**config.mk**
```make
export PLATFORM = sky130hd
export DESIGN_NAME = axis_conv_splitter_skid
export DESIGN_NICKNAME = d
export VERILOG_FILES = /design/src/rtl/conv_splitter_pkg.sv /design/src/rtl/axis_skid_buffer.sv /design/src/rtl/axis_conv_splitter_skid.sv
export SDC_FILE = /design/constraint.sdc
export NUM_CORES = 1
export LEC_CHECK = 0
export ABC_CLOCK_PERIOD_IN_PS = 5470
export CAP_MARGIN = 20
export CORE_UTILIZATION = 48
export CTS_CLUSTER_DIAMETER = 30
export DETAILED_ROUTE_END_ITERATION = 6
export GPL_TIMING_DRIVEN = 1
export PLACE_DENSITY = 0.77
export REMOVE_ABC_BUFFERS = 1
export SETUP_SLACK_MARGIN = 0.3
export SYNTH_ARGS = -nofsm -noshare
export SYNTH_HDL_FRONTEND = slang
export SYNTH_HIERARCHICAL = 1
export SYNTH_SLANG_ARGS = --single-unit
export TNS_END_PERCENT = 5
```
**constraint.sdc**
```tcl
create_clock -name aclk -period 5.47 [get_ports aclk]
set_input_delay 1.641 -clock aclk [delete_from_list [all_inputs] [get_ports aclk]]
set_output_delay 1.641 -clock aclk [all_outputs]
set_load 0.01 [all_outputs]
```
**src/rtl/conv_splitter_pkg.sv**
```systemverilog
// Shared definitions for the conv input splitter.
// Provides the skid-buffer state enum, default field widths and helpers that
// derive the packed-beat width and field offsets from the block parameters.
package conv_splitter_pkg;

    // Skid buffer occupancy
    typedef enum logic [1:0] {
        EMPTY = 2'd0,
        ONE   = 2'd1,
        FULL  = 2'd2
    } skid_state_e;

    // Default geometry
    localparam int unsigned DEF_PIXEL_CHANNELS = 2;
    localparam int unsigned DEF_UNITS          = 8;
    localparam int unsigned DEF_WORD_WIDTH     = 8;
    localparam int unsigned DEF_CORES          = 4;
    localparam int unsigned DEF_KERNEL_W_MAX   = 3;
    localparam int unsigned DEF_TUSER_WIDTH    = 16;
    localparam int unsigned DEF_ZEROS_WIDTH    = 5;
    localparam int unsigned DEF_COUNT_WIDTH    = 32;

    // Width of all pixel channels together
    function automatic int unsigned pix_width(input int unsigned channels,
                                              input int unsigned units,
                                              input int unsigned word_w);
        return channels * units * word_w;
    endfunction

    // Width of the weight word vector
    function automatic int unsigned wgt_width(input int unsigned cores,
                                              input int unsigned kernel_w,
                                              input int unsigned word_w);
        return cores * kernel_w * word_w;
    endfunction

    // Offsets of the fields within the packed beat, LSB first
    function automatic int unsigned wgt_offset(input int unsigned pix_w);
        return pix_w;
    endfunction

    function automatic int unsigned tuser_offset(input int unsigned pix_w,
                                                 input int unsigned wgt_w);
        return pix_w + wgt_w;
    endfunction

    function automatic int unsigned pad_offset(input int unsigned pix_w,
                                               input int unsigned wgt_w,
                                               input int unsigned tuser_w);
        return pix_w + wgt_w + tuser_w;
    endfunction

    localparam int unsigned DEF_PIX_W = DEF_PIXEL_CHANNELS * DEF_UNITS * DEF_WORD_WIDTH;
    localparam int unsigned DEF_WGT_W = DEF_CORES * DEF_KERNEL_W_MAX * DEF_WORD_WIDTH;
    localparam int unsigned DEF_S_WIDTH = DEF_PIX_W + DEF_WGT_W + DEF_TUSER_WIDTH
                                        + DEF_ZEROS_WIDTH;

endpackage

```
**src/rtl/axis_skid_buffer.sv**
```systemverilog
// Generic 2-entry AXI-Stream skid buffer.
// Both s_ready and m_valid/m_data are registered, so s_ready never depends
// combinationally on m_ready. Strict FIFO order; synchronous active-high rst.
// Ports:
//   clk, rst            clock, synchronous active-high reset
//   s_valid/s_ready     upstream handshake, s_data payload in
//   m_valid/m_ready     downstream handshake, m_data payload out
module axis_skid_buffer
    import conv_splitter_pkg::*;
#(
    parameter int unsigned DATA_WIDTH = 8
) (
    input  logic                  clk,
    input  logic                  rst,
    input  logic                  s_valid,
    output logic                  s_ready,
    input  logic [DATA_WIDTH-1:0] s_data,
    output logic                  m_valid,
    input  logic                  m_ready,
    output logic [DATA_WIDTH-1:0] m_data
);

    skid_state_e           state_q, state_d;
    logic                  s_ready_q, s_ready_d;
    logic                  m_valid_q, m_valid_d;
    logic [DATA_WIDTH-1:0] out_q, out_d;
    logic [DATA_WIDTH-1:0] skid_q, skid_d;
    logic                  in_c;
    logic                  out_c;

    assign in_c  = s_valid & s_ready_q;
    assign out_c = m_valid_q & m_ready;

    // Next state and datapath loads
    always_comb begin
        state_d = state_q;
        out_d   = out_q;
        skid_d  = skid_q;
        case (state_q)
            EMPTY: begin
                if (in_c) begin
                    out_d   = s_data;
                    state_d = ONE;
                end
            end
            ONE: begin
                if (in_c && out_c) begin
                    out_d = s_data;
                end else if (in_c) begin
                    skid_d  = s_data;
                    state_d = FULL;
                end else if (out_c) begin
                    state_d = EMPTY;
                end
            end
            FULL: begin
                // s_ready is low here, so only the drain can happen
                if (out_c) begin
                    out_d   = skid_q;
                    state_d = ONE;
                end
            end
            default: state_d = EMPTY;
        endcase
        // Handshake flags follow the next state so they stay registered
        s_ready_d = (state_d != FULL);
        m_valid_d = (state_d != EMPTY);
    end

    // State and data registers; ready held low while in reset
    always_ff @(posedge clk) begin
        if (rst) begin
            state_q   <= EMPTY;
            s_ready_q <= 1'b0;
            m_valid_q <= 1'b0;
            out_q     <= '0;
            skid_q    <= '0;
        end else begin
            state_q   <= state_d;
            s_ready_q <= s_ready_d;
            m_valid_q <= m_valid_d;
            out_q     <= out_d;
            skid_q    <= skid_d;
        end
    end

    assign s_ready = s_ready_q;
    assign m_valid = m_valid_q;
    assign m_data  = out_q;

endmodule

```
**src/rtl/axis_conv_splitter_skid.sv**
```systemverilog
// Conv input splitter: unpacks one wide AXI-Stream beat into pixel channels,
// weight words and conv tuser, and presents them through a 2-entry skid
// buffer. Counts accepted output beats/packets and flags non-zero pad bits.
// Beat layout, LSB first: pixel ch0..chN-1, weights, tuser, zero pad (MSB).
// Optional macro CONV_SPLITTER_TLAST_CHECK_EN adds expected_beats input and
// a sticky tlast_error output that checks packet length on the input side.
// Ports:
//   aclk, areset                 clock, synchronous active-high reset
//   s_axis_tvalid/tready/tlast   input handshake and packet end
//   s_axis_tdata                 packed input beat
//   m_axis_tvalid/tready/tlast   output handshake and packet end
//   m_axis_pixels_tdata          channel c at [c*UNITS*WORD_WIDTH +: UNITS*WORD_WIDTH]
//   m_axis_weights_tdata         weight words
//   m_axis_tuser                 conv tuser
//   beat_count, packet_count     accepted output beats / tlast beats (wrapping)
//   pad_error                    sticky: a beat arrived with non-zero pad
//   expected_beats, tlast_error  (macro only) packet-length check
module axis_conv_splitter_skid
    import conv_splitter_pkg::*;
#(
    parameter int unsigned PIXEL_CHANNELS = DEF_PIXEL_CHANNELS,
    parameter int unsigned UNITS          = DEF_UNITS,
    parameter int unsigned WORD_WIDTH     = DEF_WORD_WIDTH,
    parameter int unsigned CORES          = DEF_CORES,
    parameter int unsigned KERNEL_W_MAX   = DEF_KERNEL_W_MAX,
    parameter int unsigned TUSER_WIDTH    = DEF_TUSER_WIDTH,
    parameter int unsigned ZEROS_WIDTH    = DEF_ZEROS_WIDTH,
    parameter int unsigned COUNT_WIDTH    = DEF_COUNT_WIDTH
) (
    input  logic                                         aclk,
    input  logic                                         areset,
    input  logic                                         s_axis_tvalid,
    output logic                                         s_axis_tready,
    input  logic                                         s_axis_tlast,
    input  logic [PIXEL_CHANNELS*UNITS*WORD_WIDTH
                  + CORES*KERNEL_W_MAX*WORD_WIDTH
                  + TUSER_WIDTH + ZEROS_WIDTH - 1:0]       s_axis_tdata,
    output logic                                         m_axis_tvalid,
    input  logic                                         m_axis_tready,
    output logic                                         m_axis_tlast,
    output logic [PIXEL_CHANNELS*UNITS*WORD_WIDTH-1:0]   m_axis_pixels_tdata,
    output logic [CORES*KERNEL_W_MAX*WORD_WIDTH-1:0]     m_axis_weights_tdata,
    output logic [TUSER_WIDTH-1:0]                       m_axis_tuser,
    output logic [COUNT_WIDTH-1:0]                       beat_count,
    output logic [COUNT_WIDTH-1:0]                       packet_count,
    output logic                                         pad_error
`ifdef CONV_SPLITTER_TLAST_CHECK_EN
    ,
    input  logic [COUNT_WIDTH-1:0]                       expected_beats,
    output logic                                         tlast_error
`endif
);

    localparam int unsigned PIX_W     = pix_width(PIXEL_CHANNELS, UNITS, WORD_WIDTH);
    localparam int unsigned WGT_W     = wgt_width(CORES, KERNEL_W_MAX, WORD_WIDTH);
    localparam int unsigned WGT_OFS   = wgt_offset(PIX_W);
    localparam int unsigned TUSER_OFS = tuser_offset(PIX_W, WGT_W);
    localparam int unsigned PAD_OFS   = pad_offset(PIX_W, WGT_W, TUSER_WIDTH);
    // Buffered payload: {tlast, tuser, weights, pixels}; pad is dropped
    localparam int unsigned PAY_W     = 1 + PAD_OFS;

    logic [PAY_W-1:0] pay_in_c;
    logic [PAY_W-1:0] pay_out;
    logic             in_c;
    logic             out_c;
    logic             pad_nz_c;

    logic [COUNT_WIDTH-1:0] beat_count_q, beat_count_d;
    logic [COUNT_WIDTH-1:0] packet_count_q, packet_count_d;
    logic                   pad_error_q, pad_error_d;

    // The low PAD_OFS bits are already {tuser, weights, pixels}
    assign pay_in_c = {s_axis_tlast, s_axis_tdata[PAD_OFS-1:0]};

    axis_skid_buffer #(
        .DATA_WIDTH (PAY_W)
    ) u_skid (
        .clk     (aclk),
        .rst     (areset),
        .s_valid (s_axis_tvalid),
        .s_ready (s_axis_tready),
        .s_data  (pay_in_c),
        .m_valid (m_axis_tvalid),
        .m_ready (m_axis_tready),
        .m_data  (pay_out)
    );

    assign in_c  = s_axis_tvalid & s_axis_tready;
    assign out_c = m_axis_tvalid & m_axis_tready;

    // Unpack the registered payload
    assign m_axis_pixels_tdata  = pay_out[0 +: PIX_W];
    assign m_axis_weights_tdata = pay_out[WGT_OFS +: WGT_W];
    assign m_axis_tuser         = pay_out[TUSER_OFS +: TUSER_WIDTH];
    assign m_axis_tlast         = pay_out[PAY_W-1];

    // Pad field may be absent entirely
    if (ZEROS_WIDTH > 0) begin : g_pad
        assign pad_nz_c = |s_axis_tdata[PAD_OFS +: ZEROS_WIDTH];
    end else begin : g_no_pad
        assign pad_nz_c = 1'b0;
    end

    // Output-side counters and sticky pad flag
    always_comb begin
        beat_count_d   = beat_count_q;
        packet_count_d = packet_count_q;
        pad_error_d    = pad_error_q;
        if (out_c) begin
            beat_count_d = beat_count_q + COUNT_WIDTH'(1);
            if (m_axis_tlast) begin
                packet_count_d = packet_count_q + COUNT_WIDTH'(1);
            end
        end
        if (in_c && pad_nz_c) begin
            pad_error_d = 1'b1;
        end
    end

    always_ff @(posedge aclk) begin
        if (areset) begin
            beat_count_q   <= '0;
            packet_count_q <= '0;
            pad_error_q    <= 1'b0;
        end else begin
            beat_count_q   <= beat_count_d;
            packet_count_q <= packet_count_d;
            pad_error_q    <= pad_error_d;
        end
    end

    assign beat_count   = beat_count_q;
    assign packet_count = packet_count_q;
    assign pad_error    = pad_error_q;

`ifdef CONV_SPLITTER_TLAST_CHECK_EN
    logic [COUNT_WIDTH-1:0] beat_idx_q, beat_idx_d;
    logic [COUNT_WIDTH-1:0] exp_q, exp_d;
    logic [COUNT_WIDTH-1:0] exp_cur_c;
    logic                   tlast_error_q, tlast_error_d;

    // Packet length check on accepted input beats; length latched at beat 0
    always_comb begin
        beat_idx_d    = beat_idx_q;
        exp_d         = exp_q;
        tlast_error_d = tlast_error_q;
        exp_cur_c     = (beat_idx_q == '0) ? expected_beats : exp_q;
        if (in_c) begin
            exp_d = exp_cur_c;
            if (s_axis_tlast != (beat_idx_q == exp_cur_c - COUNT_WIDTH'(1))) begin
                tlast_error_d = 1'b1;
            end
            beat_idx_d = s_axis_tlast ? '0 : beat_idx_q + COUNT_WIDTH'(1);
        end
    end

    always_ff @(posedge aclk) begin
        if (areset) begin
            beat_idx_q    <= '0;
            exp_q         <= '0;
            tlast_error_q <= 1'b0;
        end else begin
            beat_idx_q    <= beat_idx_d;
            exp_q         <= exp_d;
            tlast_error_q <= tlast_error_d;
        end
    end

    assign tlast_error = tlast_error_q;
`endif

endmodule

```
# == After elaboration in Yosys (flattened, before gate mapping) ==
# Index checks and enable logic that the tools add are counted.
# W data, S select, Z words.
# word_totals
register_bits,551
out_inout_bits,308
word_cells,38
# op_classes
addsub,2
n_eq_ne,6
n_mux,10
n_bitwise,3
reduce_logical,9
# ops
op,count
$mux W241,3
$pmux W241 S3,1
$add A32 B1 Y32 const B,2
$mux W2,5
$pmux W2 S3,1
$reduce_or A5 Y1,1
$ne A2 B1 Y1 const B,2
$ne A2 B2 Y1 const B,2
$reduce_and A4 Y1,1
$reduce_and A3 Y1,1
$reduce_bool A3 Y1,1
$and A1 B1 Y1,2
$eq A2 B1 Y1 const B,1
$eq A2 B2 Y1 const B,1
$logic_and A1 B1 Y1,2
$logic_not A2 Y1,1
$reduce_and A2 Y1,1
$reduce_bool A2 Y1,1
$not A1 Y1,1

# == Depth between registers and ports, before layout ==
# Gate-level depths: netlist of run 1.
# depth
ltp_word,6
mapped_depth,7
mapped_depth_nobuf,5

# == Hierarchy ==
# Netlist of run 1, hierarchy kept.
# modules_own_cells
mod,instances,cells_per_inst,area_each_um2
axis_skid_buffer,1,2246,21485.6
axis_conv_splitter_skid,1,367,3093.0

# == Worst setup path before layout of run 1 ==
# Ideal clock, no wire load.
# synth_path
path_type,input to register
startpoint,input m_axis_tready
endpoint,"register beat_count_q[29], in the netlist beat_count[29]"
t_arrival_ns,3.008
required_ns,5.349
path_slack_ns,2.341
path_stages,5
cell_sequence,nand4_1 > or4_4 > buf_6 > nor4_1 > mux2_2
# synth_via
elab_chain_cells,1
# synth_lines
item,line_no,rtl
start: declaration,axis_conv_splitter_skid.sv:39,"input logic m_axis_tready,"
$and A1 B1 Y1,axis_conv_splitter_skid.sv:89,assign out_c = m_axis_tvalid & m_axis_tready;
end signal: assignment,axis_conv_splitter_skid.sv:126,beat_count_q <= beat_count_d;
end: declaration,axis_conv_splitter_skid.sv:68,"logic [COUNT_WIDTH-1:0] beat_count_q, beat_count_d;"
# No other way between the ends.
# A chain may end at the register's enable or synchronous reset.

# == Final worst setup path of run 1 ==
# layout_path
startpoint,input m_axis_tready
endpoint,"register packet_count_q[25], in the netlist packet_count[25]"
# layout_via
elab_chain_cells,2
# layout_lines
item,line_no,rtl
$and A1 B1 Y1,axis_conv_splitter_skid.sv:89,
$reduce_and A2 Y1 (no source line),--,
end signal: assignment,axis_conv_splitter_skid.sv:127,packet_count_q <= packet_count_d;
end: declaration,axis_conv_splitter_skid.sv:69,"logic [COUNT_WIDTH-1:0] packet_count_q, packet_count_d;"
# No other way between the ends.

==> results by group, run 1 <==
Status
  • Status: completed

Clock network
  • Clock buffer depth: 3
  • TritonCTS Buffers: between 100 and 150
  • Clk root buf: clkbuf_16
  • CTS resizes: 0
  • Clock Latency Late Sink: 0.64 ns
  • Total clock sinks: around 550
  • CTS Hold Buffers Added: 0
  • CTS tree: yes
  • H-tree Lvls: 3
  • Post-CTS Setup Bufs: 0
  • Clk slew on worst S/H paths: ~0.050 ns

Cells and area
  • Fin cells: approximately 3800
  • Synth-to-Final Area Change: 38.8%
  • Design area: 34100 um^2
  • Final #Nets: between 3000 and 4000
  • Share of layout cells above drive strength 1: a little over a tenth
  • Commonest non-fill, non-tap cell in the layout: clkdlybuf4s50_1
  • Layout fillers: approximately 3700
  • Most frequent cells in the layout: clkdlybuf4s50_1 (556), dfxtp_1 (551), a211oi_1 (407)

Synth
  • Number of synthesized flops with an enable pin: 0
  • Syn Std Cell Area: roughly 25000 um^2
  • YS warnings: 6
  • Area contributors post-synth: dfxtp_1 (45%), a211oi_1 (12%), mux2i_1 (9.8%)
  • Yosys top cell area share: approximately 45%
  • Syn_area_per_cell: 9.41 um^2
  • #FFs+latches synth: roughly 550
  • Post-synth ARST share: 0%
  • Cells after synthesis: between 2000 and 3000
  • Cell taking the most area after synthesis: dfxtp_1
  • Seq/Total Area, Yosys: 44.9%
  • Primary FF master, synth: dfxtp_1
  • Synth cell types: 46

GRT
  • Initial antenna violation count: 15
  • Top Usage Layer GRT: met2
  • GRT Overall Usage: about 30%
  • Vias in the first global route: around 23000
  • Pin count of the biggest net entering global routing: 148
  • Grt ovf: 0
  • Grt met3 use: a little under a tenth
  • Grt met2 use: between 40% and 50%
  • Routing usage on met1: between 30% and 40%
  • Global-route wire length before repair: approximately 130000 um

Route
  • Routed len/inst: ~21 um
  • 1st-pass router iterations: 6
  • DRC viols: 0
  • Starting DRT DRC Count: 2008
  • Routed Antenna Nets: 0
  • Detailed Route WL: just over 80000 um
  • Via density per instance: 6.21
  • Vias: between 20000 and 25000

Die
  • Height of the die: approximately 230 um
  • Initial Util: 48.8%
  • I/O Pins: between 500 and 600
  • Core ar.: a little over 50000 um^2
  • Row Count: 82
  • Die ar.: ~52000 um^2
  • Die width: 228 um

Power
  • Leakage: approximately 13 nW
  • Logic pwr share: 12.5%
  • Int Pwr: ~9.9 mW
  • Total power draw: around 13 mW
  • Reported net switching power: ~3.2 mW
  • Sw frac: between 20% and 30%
  • Seq pwr share: 33.3%
  • Power density cells: 385 nW/um^2
  • Clock Power Share: between 50% and 60%
  • VDD IR-drop max: between 0.0003 and 0.0004 V

Place
  • Final GP Congestion: approximately 0.84
  • Placed Area: 30000 um^2
  • Port Buffer Count: between 500 and 600
  • DP HPWL: around 48000 um
  • Placed cells: between 3000 and 4000

Worst setup path
  • Startpoint types: primary input
  • Reg2reg path depth: 4
  • Worst r2r src: u_skid/m_valid
  • Worst-path maximum fanout: 22
  • CP startpoint: m_axis_tready
  • Worst EP required: 5.99 ns
  • Worst EP arrival: around 4.3 ns
  • Crit path kind: in -> reg
  • Crit. End Element: register

Job
  • Max Cap Viol: 0

STA
  • Actual slew at the worst max-slew pin: 1.16 ns
  • Final clock skew: ~0.015 ns
  • Fin. Hold Viols: 0
  • Min cycle time layout: roughly 3.8 ns
  • # setup viols final: 0
  • Final worst path period share: 69.4%
  • Min Hold Slack: approximately 0.47 ns
  • Fmax: approximately 260 MHz
  • Worst slew margin: 22.5%
  • Fin. max-slew vios: 0
  • RSZ-0062 raised after global routing: false

Min path
  • Hold depth: 2
  • Worst min-delay path class: reg -> reg
  • Worst Hold Launch: u_skid/skid_q[205]
[synthesized netlist by cell type, types with 9 or more instances]
cell      number
nand3_1      258
nand2_1       30
inv_1         11
or4_1         26
nor2_1        24
a211oi_2      75
a21oi_1      285
dfxtp_1      551
buf_6         41
and4_1         9
buf_2        114
o21ai_0      261
a211oi_1     407
or3_1         19
clkbuf_1     145
o31ai_1       22
nand4_1       15
mux2i_1      241
[area by class of cell]
cell class                      instances  area (um^2)  share of cell area (%)
Antenna cell                           11         27.5                  0.0807
Sequential cell                       551        11000                    32.3
Timing Repair Buffer                  604         6260                    18.3
Multi-Input combinational cell       1736        11900                    34.8
Clock buffer                          150         3220                    9.44
Inverter                               11         41.3                   0.121
Tap cell                              672          841                    2.46
Clock inverter                         62          825                    2.42
[per-stage QoR]
stage	setup WS (ns)	util, %	setup TNS (ns)
finish	1.67	67.7	0
global route	1.57	67.7	0
CTS	1.73	67.7	0
detailed placement	1.09	59.6	0
global placement	1.16	59.6	0
floorplan	-14.38	-	-4778.29
[kinds of logic (layout without fill, tap and decap cells)]
group	count (synthesis)	after routing	share of synthesized area, %
xor gates and xnor gates	16	16	0.570
buffers and inverters	326	827	6.99
DFF	551	551	44.9
adders and majority gates	2	2	0.102
other	0	11	0
muxes	247	247	10.1
AOI/OAI and AO/OA	1055	1055	28.2
and+or+nand+nor	416	416	9.12
[power groups by stage]
stage	registers (mW)	clock network (mW)	logic, mW
after floorplan	4.48	0	0.760
after global placement	4.42	0	1.57
final	4.37	7.12	1.64
after detailed placement	4.43	0	1.61
after CTS	4.36	7.18	1.63
after global routing	4.38	7.38	1.73
[layer usage]
layer  vias to the layer above  part of all wire [%]
met1                     11477                    39
met3                       202                   8.9
met2                      1092                    48
met5                         -                 0.058
met4                         8                   4.0
li1                      10782                     -
[sequential cells by signal, indices dropped and copies added, names as in the netlist]
signal,flops
u_skid/m_valid,1
u_skid/m_data,241
u_skid/state_q,2
beat_count,32
pad_error,1
u_skid/s_ready,1
packet_count,32
u_skid/skid_q,241
[worst max-delay path, cell delays in order]
cell	delay, ns
clkdlybuf4s50_1	0.85
nand3_1	0.21
or4b_1	0.88
nor4_1	0.34
mux2_2	0.39
[worst paths after layout]
| kind | end | slack [ns] |
|---|---|---|
| setup / recovery | packet_count[25] | 1.67 |
| hold / removal | u_skid/skid_q[205] | 0.47 |
| setup reg to reg | packet_count[25] | 2.80 |
| hold reg to reg | u_skid/skid_q[205] | 0.47 |
(Power assumes the default switching activity.)
==> run 2, diff against run 1 <==
Settings changed: ABC_CLOCK_PERIOD_IN_PS 5470 to 3700.
Clock period 5.47 ns to 3.7 ns, I/O delays scaled along.
==> results by group, run 2 (synthesis results as in run 1) <==
Clock network
  • Total clock sinks: roughly 550
  • CTS Hold Buffers Added: 0
  • Post-CTS Setup Bufs: 0
  • CTS tree: yes
  • H-tree Lvls: 3
  • CTS resizes: 0
  • Clock Latency Late Sink: about 0.65 ns
  • Clk root buf: clkbuf_16
  • Clk slew on worst S/H paths: ~0.04 ns
  • TritonCTS Buffers: 114
  • Clock buffer depth: 3

Status
  • Status: completed

Die
  • I/O Pins: ~560
  • Die ar.: 52100 um^2
  • Initial Util: around half
  • Die width: 228 um
  • Core ar.: roughly 50000 um^2
  • Row Count: 82
  • Height of the die: 228 um

STA
  • Min Hold Slack: around 0.47 ns
  • Worst setup margin: about 0.76 ns
  • Worst slew margin: roughly half
  • Final clock skew: 0.0165 ns
  • RSZ-0062 raised after global routing: false
  • # setup viols final: 0
  • Min cycle time layout: 2.94 ns
  • Final worst path period share: 79.5%
  • Actual slew at the worst max-slew pin: 0.751 ns
  • Fin. max-slew vios: 0
  • Fin. Hold Viols: 0
  • Final setup TNS: 0 ns
  • Fmax: roughly 340 MHz

Cells and area
  • Final Util: slightly below 70%
  • Commonest non-fill, non-tap cell in the layout: clkdlybuf4s50_1
  • Synth-to-Final Area Change: 40.9%
  • Footprint of the multi-input gates: 11900 um^2
  • Most frequent cells in the layout: clkdlybuf4s50_1 (556), dfxtp_1 (551), a211oi_1 (407)
  • Layout fillers: between 3000 and 4000
  • Design area: approximately 35000 um^2
  • Final #Nets: roughly 3300
  • FF/Latch Area: roughly 11000 um^2
  • Fin cells: between 3000 and 4000
  • Share of layout cells above drive strength 1: ~12%

GRT
  • Initial antenna violation count: 13
  • Global-route wire length before repair: roughly 130000 um
  • Vias in the first global route: approximately 23000
  • Pin count of the biggest net entering global routing: about 120
  • GRT Overall Usage: slightly below 30%
  • Grt ovf: 0

Place
  • Pre-CTS setup slack: between 0.1 and 0.15 ns
  • Placed cells: 3614
  • Port Buffer Count: around 560
  • DP HPWL: about 50000 um
  • Final GP Congestion: about 0.88
  • Placed Area: between 30000 and 40000 um^2

Power
  • Power density cells: 569 nW/um^2
  • VDD IR-drop max: 0.000479 V
  • Leakage: about 13 nW
  • Total power draw: approximately 20 mW

Job
  • Max Cap Viol: 0

Route
  • Routed Antenna Nets: 0
  • Starting DRT DRC Count: roughly 2200
  • Routed len/inst: 21.1 um
  • 1st-pass router iterations: 6
  • Via density per instance: between 6 and 7
  • Vias: 23785
  • DRC viols: 0
  • Detailed Route WL: between 80000 and 90000 um

Worst setup path
  • Worst-path maximum fanout: 9
  • CP max stage delay: 0.62 ns
  • Cell Chain, Critical Path: clkdlybuf4s50_1
  • CP top delay family: buffers and inverters
  • Startpoint types: register
  • Worst EP required: approximately 2.6 ns
  • Reg2reg path depth: 5
  • Crit path max-delay cell type: clkdlybuf4s50_1
  • Critical Path Stages: 1
  • Worst EP arrival: ~1.8 ns
  • Buf/Inv on CP: 1
  • Crit path kind: reg -> out
  • Crit. End Element: primary output

Min path
  • Worst min-delay path class: reg -> reg
  • Hold depth: 2
==> run 2: metal layers <==
layer | vias to the layer above | track usage, % | part of all wire [%]
met5 | - | 0 | 0.070
met4 | 10 | 14.3 | 4.4
met3 | 240 | 9.15 | 8.8
met2 | 1128 | 47.7 | 48
met1 | 11556 | 35.8 | 39
li1 | 10851 | - | -
==> run 2: area by class of cell <==
| class | count | share of cell area [%] |
|---|---|---|
| repair buffers | 644 | 19.4 |
| clock inverters | 74 | 2.89 |
| well taps | 672 | 2.43 |
| flip-flops and latches | 551 | 31.9 |
| multi-input cells | 1736 | 34.3 |
| inverters | 11 | 0.119 |
| clock buffers | 138 | 8.91 |
| diodes | 7 | 0.0506 |
==> run 2: path summary, 6_finish.rpt <==
kind                                   startpoint           endpoint  slack [ns]
worst max-delay path               u_skid/m_valid      m_axis_tvalid        0.76
worst min-delay path            u_skid/skid_q[84]  u_skid/skid_q[84]        0.47
worst max register to register      beat_count[0]     beat_count[28]        1.32
worst min register to register  u_skid/skid_q[84]  u_skid/skid_q[84]        0.47
==> run 2: power breakdown <==
| group | switching (mW) | total, mW | internal (mW) | leakage, nW |
|---|---|---|---|---|
| Combinational | 1.31 | 2.50 | 1.19 | 6.56 |
| Sequential | 0.199 | 6.45 | 6.25 | 4.49 |
| Clock | 3.38 | 10.8 | 7.37 | 1.99 |
| Total | 4.89 | 19.7 | 14.8 | 13.0 |
==> run 2: worst reg2reg max path: cells and delay by family, from the launching register on <==
family / cells / cell delay, ns
AND/OR/NAND/NOR: 3 / 1.26
adder cells (fa/ha/maj): 1 / 0.20
flip-flops: 1 / 0.44
multiplexers: 1 / 0.37
